`config.mk`:
```
export PLATFORM = sky130hd
export DESIGN_NAME = issue_select_logic_flat
export DESIGN_NICKNAME = d
export VERILOG_FILES = /design/src/rtl/issue_select_if.sv /design/src/rtl/issue_select_logic.sv /design/src/flat_wrapper.sv
export SDC_FILE = /design/constraint.sdc
export NUM_CORES = 1
export LEC_CHECK = 0
export ABC_AREA = 1
export CORE_ASPECT_RATIO = 1.5
export CORE_MARGIN = 2
export CORE_UTILIZATION = 56
export DETAILED_ROUTE_END_ITERATION = 16
export PLACE_DENSITY = 0.77
export RECOVER_POWER = 25
export SLEW_MARGIN = 20
export SYNTH_ARGS = -nofsm -noshare
export SYNTH_HDL_FRONTEND = slang
export SYNTH_SLANG_ARGS = --single-unit
```
`constraint.sdc`:
```
create_clock -name clk -period 11.08 [get_ports clk]
set_input_delay 2.216 -clock clk [delete_from_list [all_inputs] [get_ports clk]]
set_output_delay 2.216 -clock clk [all_outputs]
set_load 0.01 [all_outputs]
```
`src/rtl/issue_select_if.sv`:
```
// Handshake bundle between dispatch/wakeup, the issue select stage and the functional units.
interface issue_select_if #(
  parameter int NUM_ROWS = 8,
  parameter int NUM_FUS  = 4,
  parameter int RW       = $clog2(NUM_ROWS),
  parameter int FW       = $clog2(NUM_FUS)
);
  logic                  alloc_en;
  logic [RW-1:0]         alloc_row;
  logic [FW-1:0]         alloc_fu;
  logic [NUM_ROWS-1:0]   request_vector;
  logic [NUM_FUS-1:0]    fu_ready;
  logic [NUM_FUS-1:0]    grant_valid;
  logic [NUM_FUS*RW-1:0] grant_row;
  logic [NUM_ROWS-1:0]   select_vector;
  logic                  free_en;
  logic [RW-1:0]         free_row;
  logic                  alloc_err;

  modport master (
    output alloc_en, alloc_row, alloc_fu, request_vector, fu_ready,
    input  grant_valid, grant_row, select_vector, free_en, free_row, alloc_err
  );

  modport slave (
    input  alloc_en, alloc_row, alloc_fu, request_vector, fu_ready,
    output grant_valid, grant_row, select_vector, free_en, free_row, alloc_err
  );
endinterface

```
`src/rtl/issue_select_logic.sv`:
```
// Oldest-first issue select per functional unit using an age matrix, with a one-row-per-cycle
// drain of granted rows back to the wakeup free-entry FIFO.
module issue_select_logic #(
  parameter int NUM_ROWS = 8,
  parameter int NUM_FUS  = 4,
  localparam int RW = $clog2(NUM_ROWS),
  localparam int FW = $clog2(NUM_FUS)
) (
  input logic           clk,
  input logic           rst,
  issue_select_if.slave bus
);

  logic [1:0]            rst_sync_r;
  logic                  rst_int_n_s;

  logic [NUM_ROWS-1:0]   valid_r;
  logic [NUM_ROWS-1:0]   pending_free_r;
  logic [FW-1:0]         fu_of_r  [NUM_ROWS];
  logic [NUM_ROWS-1:0]   age_r    [NUM_ROWS];

  logic [NUM_FUS-1:0]    grant_valid_r;
  logic [NUM_FUS*RW-1:0] grant_row_r;
  logic [NUM_ROWS-1:0]   select_vector_r;
  logic                  free_en_r;
  logic [RW-1:0]         free_row_r;
  logic                  alloc_err_r;

  logic [NUM_ROWS-1:0]   age_col_s [NUM_ROWS];
  logic [NUM_ROWS-1:0]   cand_s    [NUM_FUS];
  logic [NUM_ROWS-1:0]   win_s     [NUM_FUS];
  logic [RW-1:0]         win_idx_s [NUM_FUS];
  logic [NUM_FUS-1:0]    grant_s;
  logic [NUM_ROWS-1:0]   granted_rows_s;
  logic [NUM_ROWS-1:0]   drain_hot_s;
  logic [RW-1:0]         drain_idx_s;
  logic [NUM_ROWS-1:0]   alloc_hot_s;
  logic                  alloc_ok_s;
  logic                  alloc_bad_s;

  function automatic logic [RW-1:0] lowest_idx(input logic [NUM_ROWS-1:0] vec);
    logic [RW-1:0] idx;
    idx = {RW{1'b0}};
    for (int i = NUM_ROWS - 1; i >= 0; i--) begin
      idx = vec[i] ? RW'(i) : idx;
    end
    return idx;
  endfunction

  function automatic logic [NUM_ROWS-1:0] lowest_hot(input logic [NUM_ROWS-1:0] vec);
    return vec & (~vec + {{(NUM_ROWS-1){1'b0}}, 1'b1});
  endfunction

  // Reset synchronizer: assert asynchronously, release on a clock edge.
  always_ff @(posedge clk or negedge rst) begin
    if (!rst) begin
      rst_sync_r <= 2'b00;
    end else begin
      rst_sync_r <= {rst_sync_r[0], 1'b1};
    end
  end

  assign rst_int_n_s = rst_sync_r[1];

  assign alloc_hot_s = {{(NUM_ROWS-1){1'b0}}, 1'b1} << bus.alloc_row;
  assign alloc_ok_s  = bus.alloc_en & ~(|((valid_r | pending_free_r) & alloc_hot_s));
  assign alloc_bad_s = bus.alloc_en & ~alloc_ok_s;
  assign drain_hot_s = lowest_hot(pending_free_r);
  assign drain_idx_s = lowest_idx(pending_free_r);

  // Transpose the age matrix: age_col_s[i][j] set when row j is older than row i.
  always_comb begin
    for (int i = 0; i < NUM_ROWS; i++) begin
      for (int j = 0; j < NUM_ROWS; j++) begin
        age_col_s[i][j] = age_r[j][i];
      end
    end
  end

  // Per-FU arbitration: a candidate wins when no other candidate of that FU is older.
  always_comb begin
    granted_rows_s = {NUM_ROWS{1'b0}};
    grant_s        = {NUM_FUS{1'b0}};
    for (int f = 0; f < NUM_FUS; f++) begin
      for (int i = 0; i < NUM_ROWS; i++) begin
        cand_s[f][i] = bus.request_vector[i] & valid_r[i] & ~pending_free_r[i]
                       & (fu_of_r[i] == FW'(f));
      end
      for (int i = 0; i < NUM_ROWS; i++) begin
        win_s[f][i] = cand_s[f][i] & ~(|(cand_s[f] & age_col_s[i]));
      end
      win_idx_s[f]   = lowest_idx(win_s[f]);
      grant_s[f]     = bus.fu_ready[f] & (|win_s[f]);
      granted_rows_s = granted_rows_s | (win_s[f] & {NUM_ROWS{grant_s[f]}});
    end
  end

  // Entry state: allocation, grant retirement, pending-free drain and age ordering.
  always_ff @(posedge clk or negedge rst_int_n_s) begin
    if (!rst_int_n_s) begin
      valid_r        <= {NUM_ROWS{1'b0}};
      pending_free_r <= {NUM_ROWS{1'b0}};
      for (int i = 0; i < NUM_ROWS; i++) begin
        fu_of_r[i] <= {FW{1'b0}};
        age_r[i]   <= {NUM_ROWS{1'b0}};
      end
    end else begin
      valid_r        <= (valid_r & ~granted_rows_s) | (alloc_hot_s & {NUM_ROWS{alloc_ok_s}});
      pending_free_r <= (pending_free_r & ~drain_hot_s) | granted_rows_s;
      for (int i = 0; i < NUM_ROWS; i++) begin
        if (alloc_ok_s && alloc_hot_s[i]) begin
          fu_of_r[i] <= bus.alloc_fu;
        end
        // The new row is younger than every currently valid row and older than none.
        for (int j = 0; j < NUM_ROWS; j++) begin
          if (alloc_ok_s && alloc_hot_s[i]) begin
            age_r[i][j] <= 1'b0;
          end else if (alloc_ok_s && alloc_hot_s[j]) begin
            age_r[i][j] <= valid_r[i];
          end
        end
      end
    end
  end

  // Registered outputs: one-cycle grant pulses, drain port and sticky allocation error.
  always_ff @(posedge clk or negedge rst_int_n_s) begin
    if (!rst_int_n_s) begin
      grant_valid_r   <= {NUM_FUS{1'b0}};
      grant_row_r     <= {(NUM_FUS*RW){1'b0}};
      select_vector_r <= {NUM_ROWS{1'b0}};
      free_en_r       <= 1'b0;
      free_row_r      <= {RW{1'b0}};
      alloc_err_r     <= 1'b0;
    end else begin
      grant_valid_r <= grant_s;
      for (int f = 0; f < NUM_FUS; f++) begin
        grant_row_r[RW*f +: RW] <= grant_s[f] ? win_idx_s[f] : {RW{1'b0}};
      end
      select_vector_r <= granted_rows_s;
      free_en_r       <= |pending_free_r;
      free_row_r      <= drain_idx_s;
      alloc_err_r     <= alloc_err_r | alloc_bad_s;
    end
  end

  assign bus.grant_valid   = grant_valid_r;
  assign bus.grant_row     = grant_row_r;
  assign bus.select_vector = select_vector_r;
  assign bus.free_en       = free_en_r;
  assign bus.free_row      = free_row_r;
  assign bus.alloc_err     = alloc_err_r;

  issue_select_checker #(
    .NUM_ROWS (NUM_ROWS),
    .NUM_FUS  (NUM_FUS)
  ) u_checker (
    .clk           (clk),
    .rst_n         (rst_int_n_s),
    .valid         (valid_r),
    .pending_free  (pending_free_r),
    .grant_valid   (grant_valid_r),
    .select_vector (select_vector_r)
  );

endmodule

// Invariants of the select stage: a row is never both live and awaiting free,
// and every grant pulse contributes exactly one distinct row to select_vector.
module issue_select_checker #(
  parameter int NUM_ROWS = 8,
  parameter int NUM_FUS  = 4
) (
  input logic                clk,
  input logic                rst_n,
  input logic [NUM_ROWS-1:0] valid,
  input logic [NUM_ROWS-1:0] pending_free,
  input logic [NUM_FUS-1:0]  grant_valid,
  input logic [NUM_ROWS-1:0] select_vector
);

  a_valid_pending_disjoint: assert property (
    @(posedge clk) disable iff (!rst_n) ((valid & pending_free) == {NUM_ROWS{1'b0}})
  );

  a_select_matches_grants: assert property (
    @(posedge clk) disable iff (!rst_n) ($countones(select_vector) == $countones(grant_valid))
  );

endmodule

```
`src/flat_wrapper.sv`:
```
// flat-port wrapper written by rule: the top's interface ports become plain ports
module issue_select_logic_flat 
#(
  parameter int NUM_ROWS = 8,
  parameter int NUM_FUS  = 4,
  localparam int RW = $clog2(NUM_ROWS),
  localparam int FW = $clog2(NUM_FUS)
)
  (clk, rst, bus_alloc_en, bus_alloc_row, bus_alloc_fu, bus_request_vector, bus_fu_ready, bus_grant_valid, bus_grant_row, bus_select_vector, bus_free_en, bus_free_row, bus_alloc_err);
  issue_select_if #(.NUM_ROWS(NUM_ROWS), .NUM_FUS(NUM_FUS)) bus_i ();
  input logic clk;
  input logic rst;
  input wire logic [$bits(bus_i.alloc_en)-1:0] bus_alloc_en;
  input wire logic [$bits(bus_i.alloc_row)-1:0] bus_alloc_row;
  input wire logic [$bits(bus_i.alloc_fu)-1:0] bus_alloc_fu;
  input wire logic [$bits(bus_i.request_vector)-1:0] bus_request_vector;
  input wire logic [$bits(bus_i.fu_ready)-1:0] bus_fu_ready;
  output wire logic [$bits(bus_i.grant_valid)-1:0] bus_grant_valid;
  output wire logic [$bits(bus_i.grant_row)-1:0] bus_grant_row;
  output wire logic [$bits(bus_i.select_vector)-1:0] bus_select_vector;
  output wire logic [$bits(bus_i.free_en)-1:0] bus_free_en;
  output wire logic [$bits(bus_i.free_row)-1:0] bus_free_row;
  output wire logic [$bits(bus_i.alloc_err)-1:0] bus_alloc_err;
  assign bus_i.alloc_en = bus_alloc_en;
  assign bus_i.alloc_row = bus_alloc_row;
  assign bus_i.alloc_fu = bus_alloc_fu;
  assign bus_i.request_vector = bus_request_vector;
  assign bus_i.fu_ready = bus_fu_ready;
  assign bus_grant_valid = bus_i.grant_valid;
  assign bus_grant_row = bus_i.grant_row;
  assign bus_select_vector = bus_i.select_vector;
  assign bus_free_en = bus_i.free_en;
  assign bus_free_row = bus_i.free_row;
  assign bus_alloc_err = bus_i.alloc_err;
  issue_select_logic #(.NUM_ROWS(NUM_ROWS), .NUM_FUS(NUM_FUS)) u_core (.clk(clk), .rst(rst), .bus(bus_i));
endmodule
```
After elaboration in Yosys (flattened, before gate mapping)
Cells that the tools add are included.
{"block": "op_classes", "n_addsub": 1, "eq_ne": 24, "shift": 1, "muxes": 156, "bitwise_logic": 179, "reduce_logical": 82}
{"operator": "OR reduction 8 bit", "n": 38}
{"operator": "AND 8 bit", "n": 37}
{"operator": "2-to-1 mux 3 bit", "n": 44}
{"operator": "2-to-1 mux 1 bit", "n": 112}
{"operator": "AND 1 bit", "n": 86}
{"operator": "nonzero test 2 bit", "n": 28}
{"operator": "OR 8 bit", "n": 6}
{"operator": "inverter 1 bit", "n": 42}
{"operator": "AND 8 x 7 -> 8 bit", "n": 4}
{"operator": "== test 2 bit (second input constant)", "n": 16}
{"operator": "inverter 8 bit", "n": 3}
{"operator": "== test 2 x 1 -> 1 bit (second input constant)", "n": 8}
{"operator": "logical NOT 2 bit", "n": 8}
{"operator": "adder 8 x 1 -> 8 bit (second input constant)", "n": 1}
{"operator": "logical AND 1 bit", "n": 8}
{"operator": "<< shifter 1 x 3 -> 8 bit (first input constant)", "n": 1}
{"operator": "OR 1 bit", "n": 1}
{"block": "word_totals", "register_bits": 119, "inputBits": 20, "output_inout_bits": 29}

Longest topological paths before layout
Gate-level depths: netlist of the first run.
{"block": "depth", "ltp_word": 16, "mapped_depth": 15, "ltp_nobuf": 15}

Worst setup path after synthesis of the first run
OpenSTA, ideal clock, no wires.
{"block": "synth_path", "kind": "input to register", "start": "input port bus_alloc_row[0]", "end": "register u_core.age_r, in the netlist u_core.age_col_s[41]", "setup_time_ns": 0.131, "t_arrival_ns": 3.408, "slack_ns": 7.541, "cell_stages": 14, "cell_sequence": "inv_1 nand2_1 a21oi_1 a21oi_1 nand4_1 nand2_1 nand2_1 inv_2 nand2_2 nor2_2 inv_2 buf_4 nand3_1 o21ai_0"}
{"block": "synth_via", "elab_chain_cells": 7, "elab_cells_between_ends": 9}
{"item": "start, declared", "line": "flat_wrapper.sv:14", "source": "input wire logic [$bits(bus_i.alloc_row)-1:0] bus_alloc_row;"}
{"item": "<< shifter 1 x 3 -> 8 bit *", "line": "issue_select_logic.sv:65", "source": "assign alloc_hot_s = {{(NUM_ROWS-1){1'b0}}, 1'b1} << bus.alloc_row;"}
{"item": "AND 8 bit", "line": "issue_select_logic.sv:66", "source": "assign alloc_ok_s = bus.alloc_en & ~(|((valid_r | pending_free_r) & alloc_hot_s));"}
{"item": "OR reduction 8 bit", "line": "issue_select_logic.sv:66"}
{"item": "inverter 1 bit", "line": "issue_select_logic.sv:66"}
{"item": "AND 1 bit", "line": "issue_select_logic.sv:66"}
{"item": "logical AND 1 bit, on equally long branches", "line": "issue_select_logic.sv:116, issue_select_logic.sv:118"}
{"item": "2-to-1 mux 1 bit or nonzero test 2 bit (tied branches)"}
{"item": "end signal, assigned by index", "line": "issue_select_logic.sv:105", "source": "age_r[i] <= {NUM_ROWS{1'b0}};"}
{"item": "end signal, assigned by index", "line": "issue_select_logic.sv:119", "source": "age_r[i][j] <= valid_r[i];"}
{"item": "end, declared", "line": "issue_select_logic.sv:20", "source": "logic [NUM_ROWS-1:0] age_r [NUM_ROWS];"}
Mark *: on every way between the ends. The rest lies on a longest branch, timed or not.
A chain may end at the register's enable or synchronous reset.

==> flow_summary_export.csv, run 1 <==
group,metric,value,unit
worst_setup_path,startpoint_type,"flip-flop",
place,place_congestion,1.09,
cells_and_area,regArea,0.00295,sq mm
worst_setup_path,critical_path_arrival,4.78,ns
clock_tree,clk_pin_slew,0.06,ns
hold_path,hold_path.class,"reg2reg",
routing,viasPerCell,5.89,
worst_setup_path,cp_max_fo,65,
synthesis,muxShareOfSynthArea,0,%
clock_tree,clock_sinks,118,
synthesis,synth_area_per_cell,6.71,sq um
power_and_ir_drop,p_per_area,260,mW/mm^2
flow_run,maxCapViolations,2,
synthesis,ys_warn_count,0,
run_status,status,"finished with violations",
synthesis,synthXorXnorAreaFrac,0,%
global_routing,grt_max_degree,66,
sta,grt_setup_unrepaired,"no",
floorplanning,top_level_ports,49,
global_routing,grt_pass1_vias,7456,
clock_tree,clock-root-buffer,"clkbuf_16",
worst_setup_path,worstReg2RegStart,"u_core.rst_sync_r[1]",
routing,routedWlPerCell,20.9,um
sta,fin_crit_sh,45.7,%
cells_and_area,multi_input_area,0.00408,sq mm
cells_and_area,instances_no_fill,1345,
routing,first_iter_violations,984,
floorplanning,die_w,98.9,um
sta,hold_viol,0,
worst_setup_path,critPathTopFamily,"buffers and inverters",
synthesis,synth_fa_ha_area_share,0,%
synthesis,yosysSeqAreaShare,39.1,%
floorplanning,start_util,56.7,%
clock_tree,cts_hold_buf,0,
worst_setup_path,critPathKind,"reg2async",
routing,vias,7923,
run_status,violations,"capacitance limit, slew limit",
hold_path,min-delay-start,"u_core.rst_sync_r[0]",
clock_tree,ctsLongestPathBuffers,2,
sta,slew_headroom,-136,%
cells_and_area,area_delta_synth_final,14.7,%
power_and_ir_drop,power,2260,uW
cells_and_area,fin_nets,1190,
synthesis,synth_simple_gate_area_share,46.7,%
clock_tree,cts-resized-gates,0,
routing,first_pass_iters,6,
worst_setup_path,max_stage_delay,2.59,ns
floorplanning,core-area,0.0133,sq mm
routing,antenna_left,0,
routing,drt-total-wl,28100,um
sta,finalSetupViolCount,0,
place,dp_cells,1313,
synthesis,ys_ff_latch,118,
floorplanning,dieHeight,146,um
synthesis,synthDistinctLibCells,31,
clock_tree,cts_buffers,17,
routing,drc,0,
sta,whs,0.358,ns
worst_setup_path,slowest_stage,"clkbuf_1",
cells_and_area,fillCellCount,1214,
power_and_ir_drop,p_leak,0.00453,uW
synthesis,syn_inst,1127,
floorplanning,num_rows,52,
clock_tree,htreeDepth,4,
place,dp_hpwl,21400,um
worst_setup_path,worst-path-buf-inv,1,
global_routing,grt_overflow,0,
clock_tree,clock_latency,0.42,ns
worst_setup_path,crit_start,"u_core.rst_sync_r[1]",
global_routing,antenna_found_initial,0,
worst_setup_path,worstPathRequired,10.80,ns
synthesis,synth_compound_area_share,7.22,%
synthesis,synth_top_family_by_area,"simple AND/OR/NAND/NOR gates",
sta,final.setup_skew,0.0110,ns
cells_and_area,drive_above_1_share,10.5,%
synthesis,syn_nets,1147,
global_routing,grt_usage,39.7,%
power_and_ir_drop,max-vdd-ir-drop,0.143,mV
cells_and_area,diodes,0,
floorplanning,die_area,0.0145,sq mm
sta,tns,0,ns
place,post-place-ws,6.36,ns
sta,period_needed,5.06,ns
worst_setup_path,endpoint_kind,"async pin",
sta,max_freq,198,MHz
synthesis,synth_area,0.00756,sq mm
clock_tree,cts_tree,"done",
worst_setup_path,worstPathCellList,"clkbuf_1",
sta,worst_slew_pin_slew,3.54,ns
global_routing,grt_pass1_wl,43100,um
clock_tree,postCtsSetupBuffers,0,
sta,finalWorstSetupSlack,6.02,ns
sta,final_max_slew_viol_count,119,
place,port_buffers,48,
[Yosys cell counts (all sizes together)]
cell    count  area (sq um)
a21oi      16          87.6
a31o        1          8.76
a31oi       1          6.26
buf        16           108
clkbuf      9          33.8
conb        1          3.75
dfrtp     118          2950
inv       103           387
nand2     428          1720
nand3     184           983
nand3b      4          30.0
nand4       3          18.8
nor2      146           724
nor3        4          20.0
nor3b       2          15.0
nor4        3          18.8
o21ai      87           435
o21bai      1          7.51
[logic make-up after synthesis]
group,count (synthesis)
other cells,1
buf+inv,128
flops,118
simple gates,774
compound gates,106
[power by group]
part / switching [uW] / total (uW) / internal [uW]
Sequential: 258 / 855 / 598
Combinational: 582 / 854 / 272
Clock: 234 / 547 / 314
[state kept, by name, summed over array words and instances, names as in the netlist, 2 cells and up]
name and flops:
u_core.bus.free_row 3, u_core.age_col_s 56, u_core.fu_of_r 16, u_core.pending_free_r 8, u_core.valid_r 8, u_core.rst_sync_r 2
u_core.bus.grant_row 12, u_core.bus.grant_valid 4, u_core.bus.select_vector 7
[worst paths after layout]
kind / end / slack (ns) / cells after the start
setup / recovery: u_core.bus.grant_row[10] / 6.02 / 1
hold / removal: u_core.rst_sync_r[1] / 0.36 / 0
setup reg to reg: u_core.bus.grant_row[10] / 6.02 / 1
hold reg to reg: u_core.rst_sync_r[1] / 0.36 / 0
max in group clk: u_core.valid_r[0] / 6.67 / 15
min in group asynchronous: u_core.fu_of_r[1] / 0.86 / 0
[per-layer routing]
metal / wire length (um) / GRT usage, % / vias up / part of all wire, %
li1: - / - / 3689 / -
met1: 10300 / 48.5 / 3646 / 37
met2: 13100 / 63.3 / 472 / 47
met3: 2430 / 7.95 / 116 / 8.7
met4: 2250 / 25.7 / 0 / 8.0
met5: 0 / 0 / - / 0
[metrics by stage]
step                cell area, sq um  util [%]
floorplan                       7560         -
global placement                8110      60.8
detailed placement              8110      60.8
CTS                             8680      65.1
global route                    8670      65.0
finish                          8670      65.0
[cell usage in the layout, fill, tap and decap left out, types with 17 or more instances in the layout]
master / Yosys / final
clkbuf_16: 0 / 17
clkdlybuf4s50_1: 0 / 48
dfrtp_1: 118 / 118
inv_1: 92 / 93
nand2_1: 401 / 401
nand2_2: 18 / 18
nand3_1: 173 / 173
nor2_1: 105 / 105
nor2_2: 28 / 28
o21ai_0: 72 / 72
[final cells by class]
class / count / share of cell area, %
Tap cell: 162 / 2.34
Timing Repair Buffer: 49 / 5.58
Clock inverter: 15 / 1.66
Multi-Input combinational cell: 881 / 47.0
Clock buffer: 17 / 4.90
Inverter: 103 / 4.46
Sequential cell: 118 / 34.0
Note: power is estimated with default switching activity, not from simulation.
==> run 2, diff against run 1 <==
--- a/config.mk
+++ b/config.mk
@@ -8,9 +8,9 @@
 export ABC_AREA = 1
 export CORE_ASPECT_RATIO = 1.5
 export CORE_MARGIN = 2
-export CORE_UTILIZATION = 56
+export CORE_UTILIZATION = 54
 export DETAILED_ROUTE_END_ITERATION = 16
-export PLACE_DENSITY = 0.77
+export PLACE_DENSITY = 0.78
 export RECOVER_POWER = 25
 export SLEW_MARGIN = 20
 export SYNTH_ARGS = -nofsm -noshare
==> constraint.sdc (replaced) <==
create_clock -name clk -period 4.24 [get_ports clk]
set_input_delay 0.848 -clock clk [delete_from_list [all_inputs] [get_ports clk]]
set_output_delay 0.848 -clock clk [all_outputs]
set_load 0.01 [all_outputs]
==> run 2 against run 1 <==
  * The flow now finishes without violations
  * Critical path depth increased by 14
  * Flip-flop and latch count did not move
  * Core utilization is 1.8 points lower
  * Routed wire length up 1.6%
  * Combinational power grew to 2.7 times the previous value
  * Critical endpoint is now u_core.valid_r[0]
  * Final area rose by 1.0%
  * Setup slack got worse by 4.7 ns
  * Cell count grew 0.45%
  * Register-to-register slack lost 4.4 ns
  * Clock power increased to 2.9 times the previous value
==> flow_summary_export.csv, run 2 (synthesized netlist as in run 1, its figures left out) <==
group,metric,value,unit
floorplanning,num_rows,53,
floorplanning,die_area,0.0150,sq mm
cells_and_area,layout_common_cells,"nand2_1 (401), nand3_1 (173), dfrtp_1 (118), nor2_1 (105), inv_1 (93)",
cells_and_area,fin_nets,1193,
floorplanning,core-area,0.0139,sq mm
place,port_buffers,48,
sta,hold_viol,0,
worst_setup_path,critPathKind,"in2reg",
worst_setup_path,slowest_stage,"nor2_1",
power_and_ir_drop,p_per_area,693,mW/mm^2
global_routing,grt_pass1_vias,7676,
worst_setup_path,startpoint_type,"primary input",
global_routing,antenna_found_initial,0,
sta,grt_setup_unrepaired,"no",
clock_tree,clk_pin_slew,0.06,ns
floorplanning,dieHeight,149,um
clock_tree,cts_hold_buf,0,
hold_path,min_to,"u_core.rst_sync_r[1]",
clock_tree,clock_sinks,118,
cells_and_area,fillCellCount,1314,
hold_path,hold_path.class,"reg2reg",
floorplanning,die_w,101,um
routing,viasPerCell,6.00,
global_routing,grt_usage,39.7,%
sta,fin_crit_sh,70.1,%
floorplanning,start_util,54.5,%
cells_and_area,regArea,0.00295,sq mm
sta,final.setup_skew,0.00962,ns
global_routing,grt_overflow,0,
sta,worst_slew_pin_slew,1.13,ns
worst_setup_path,max_stage_delay,0.55,ns
worst_setup_path,worstPathCellList,"clkdlybuf4s50_1 -> nand2_1 -> nor2_1 -> nand3_1 -> nand2_1 -> nor2_1 -> nand2_2 -> nand2_4 -> nor2_4 -> nand2_4 -> nand3_1 -> nand2_1 -> nor2_1 -> nand2_1 -> nand2_1",
sta,slew_headroom,24.4,%
worst_setup_path,rr_worst_depth,10,
sta,finalSetupViolCount,0,
worst_setup_path,critical_path_arrival,3.31,ns
global_routing,grt_pass1_wl,43800,um
worst_setup_path,worst-path-buf-inv,1,
routing,antenna_left,0,
cells_and_area,multi_input_area,0.00408,sq mm
routing,drt-total-wl,28500,um
clock_tree,ctsLongestPathBuffers,2,
cells_and_area,area_delta_synth_final,15.9,%
place,dp_hpwl,21800,um
sta,finalWorstSetupSlack,1.27,ns
worst_setup_path,cp_max_fo,11,
routing,vias,8104,
flow_run,maxCapViolations,0,
worst_setup_path,critPathTopFamily,"simple AND/OR/NAND/NOR gates",
place,post-place-ws,0.877,ns
worst_setup_path,regToRegSetupSlack,1.58,ns
routing,routedWlPerCell,21.1,um
hold_path,min_path_cells,0,
routing,drc,0,
clock_tree,cts_tree,"done",
sta,final_max_slew_viol_count,0,
cells_and_area,layout_commonest_cell,"nand2_1",
clock_tree,cts_buffers,17,
place,place_congestion,1.10,
cells_and_area,drive_above_1_share,10.8,%
clock_tree,clock-root-buffer,"clkbuf_16",
global_routing,grt_max_degree,49,
routing,first_pass_iters,6,
power_and_ir_drop,p_leak,0.00458,uW
cells_and_area,largest_register_ffs,56,
sta,max_freq,337,MHz
worst_setup_path,worstPathRequired,4.58,ns
worst_setup_path,path_common_cell,"nand2_1",
worst_setup_path,worstReg2RegStart,"u_core.valid_r[5]",
clock_tree,htreeDepth,4,
run_status,status,"finished clean",
cells_and_area,diodes,0,
clock_tree,clock_latency,0.43,ns
sta,tns,0,ns
worst_setup_path,crit_start,"bus_request_vector[3]",
routing,first_iter_violations,1007,
clock_tree,cts-resized-gates,0,
hold_path,min-delay-start,"u_core.rst_sync_r[0]",
sta,period_needed,2.97,ns
worst_setup_path,r2r-end,"u_core.age_col_s[36]",
floorplanning,top_level_ports,49,
clock_tree,postCtsSetupBuffers,0,
power_and_ir_drop,max-vdd-ir-drop,0.397,mV
worst_setup_path,endpoint_kind,"flip-flop",
## run 2: cell count changes in the layout (fill, tap and decap cells not counted), sizes merged
| cell | change |
|---|---|
| bufinv | +2 |
| inv | -1 |
| buf | +4 |
| clkinv | -1 |
| dlygate4sd3 | +1 |
| clkdlybuf4s50 | -1 |
| clkinvlp | -1 |
## run 2: per-stage QoR
stage / hold WS [ns] / instances / total power (uW) / cell area, sq um / utilization, %
after floorplan: 0.331 / 1127 / 3500 / 7560 / -
after global placement: 0.258 / 1319 / 4390 / 8140 / 58.7
after detailed placement: 0.254 / 1319 / 4420 / 8140 / 58.7
after CTS: 0.261 / 1351 / 5990 / 8770 / 63.3
after global routing: 0.362 / 1351 / 6380 / 8760 / 63.2
final: 0.357 / 1351 / 6080 / 8760 / 63.2
## run 2: routing by layer
metal | up-vias | GRT usage [%] | routed length, um
met1 | 3722 | 47.9 | 10400
met4 | 0 | 30.3 | 2620
li1 | 3701 | - | -
met5 | - | 0 | 0
met3 | 145 | 7.40 | 2380
met2 | 536 | 61.9 | 13100
## run 2: power breakdown
group	switching, uW	internal, uW
registers	676	1560
logic	1560	718
clock network	606	957
total	2840	3240
## run 2: layout make-up
type	count	share of cell area (%)
Sequential cell	118	33.7
Clock buffer	18	5.01
Inverter	103	4.41
Timing Repair Buffer	52	5.83
Tap cell	165	2.36
Multi-Input combinational cell	881	46.5
Clock inverter	14	2.16
## run 2: worst max-delay path by stage
stage / to / slack [ns] / cells after the start
2_1_floorplan: u_core.age_col_s[0] / 0.71 / 0
3_3_place_gp: u_core.pending_free_r[3] / 0.88 / 14
3_5_place_dp: u_core.pending_free_r[3] / 0.88 / 14
4_1_cts: u_core.valid_r[3] / 1.32 / 15
5_1_grt: u_core.valid_r[0] / 1.03 / 15
6_report: u_core.valid_r[0] / 1.27 / 15
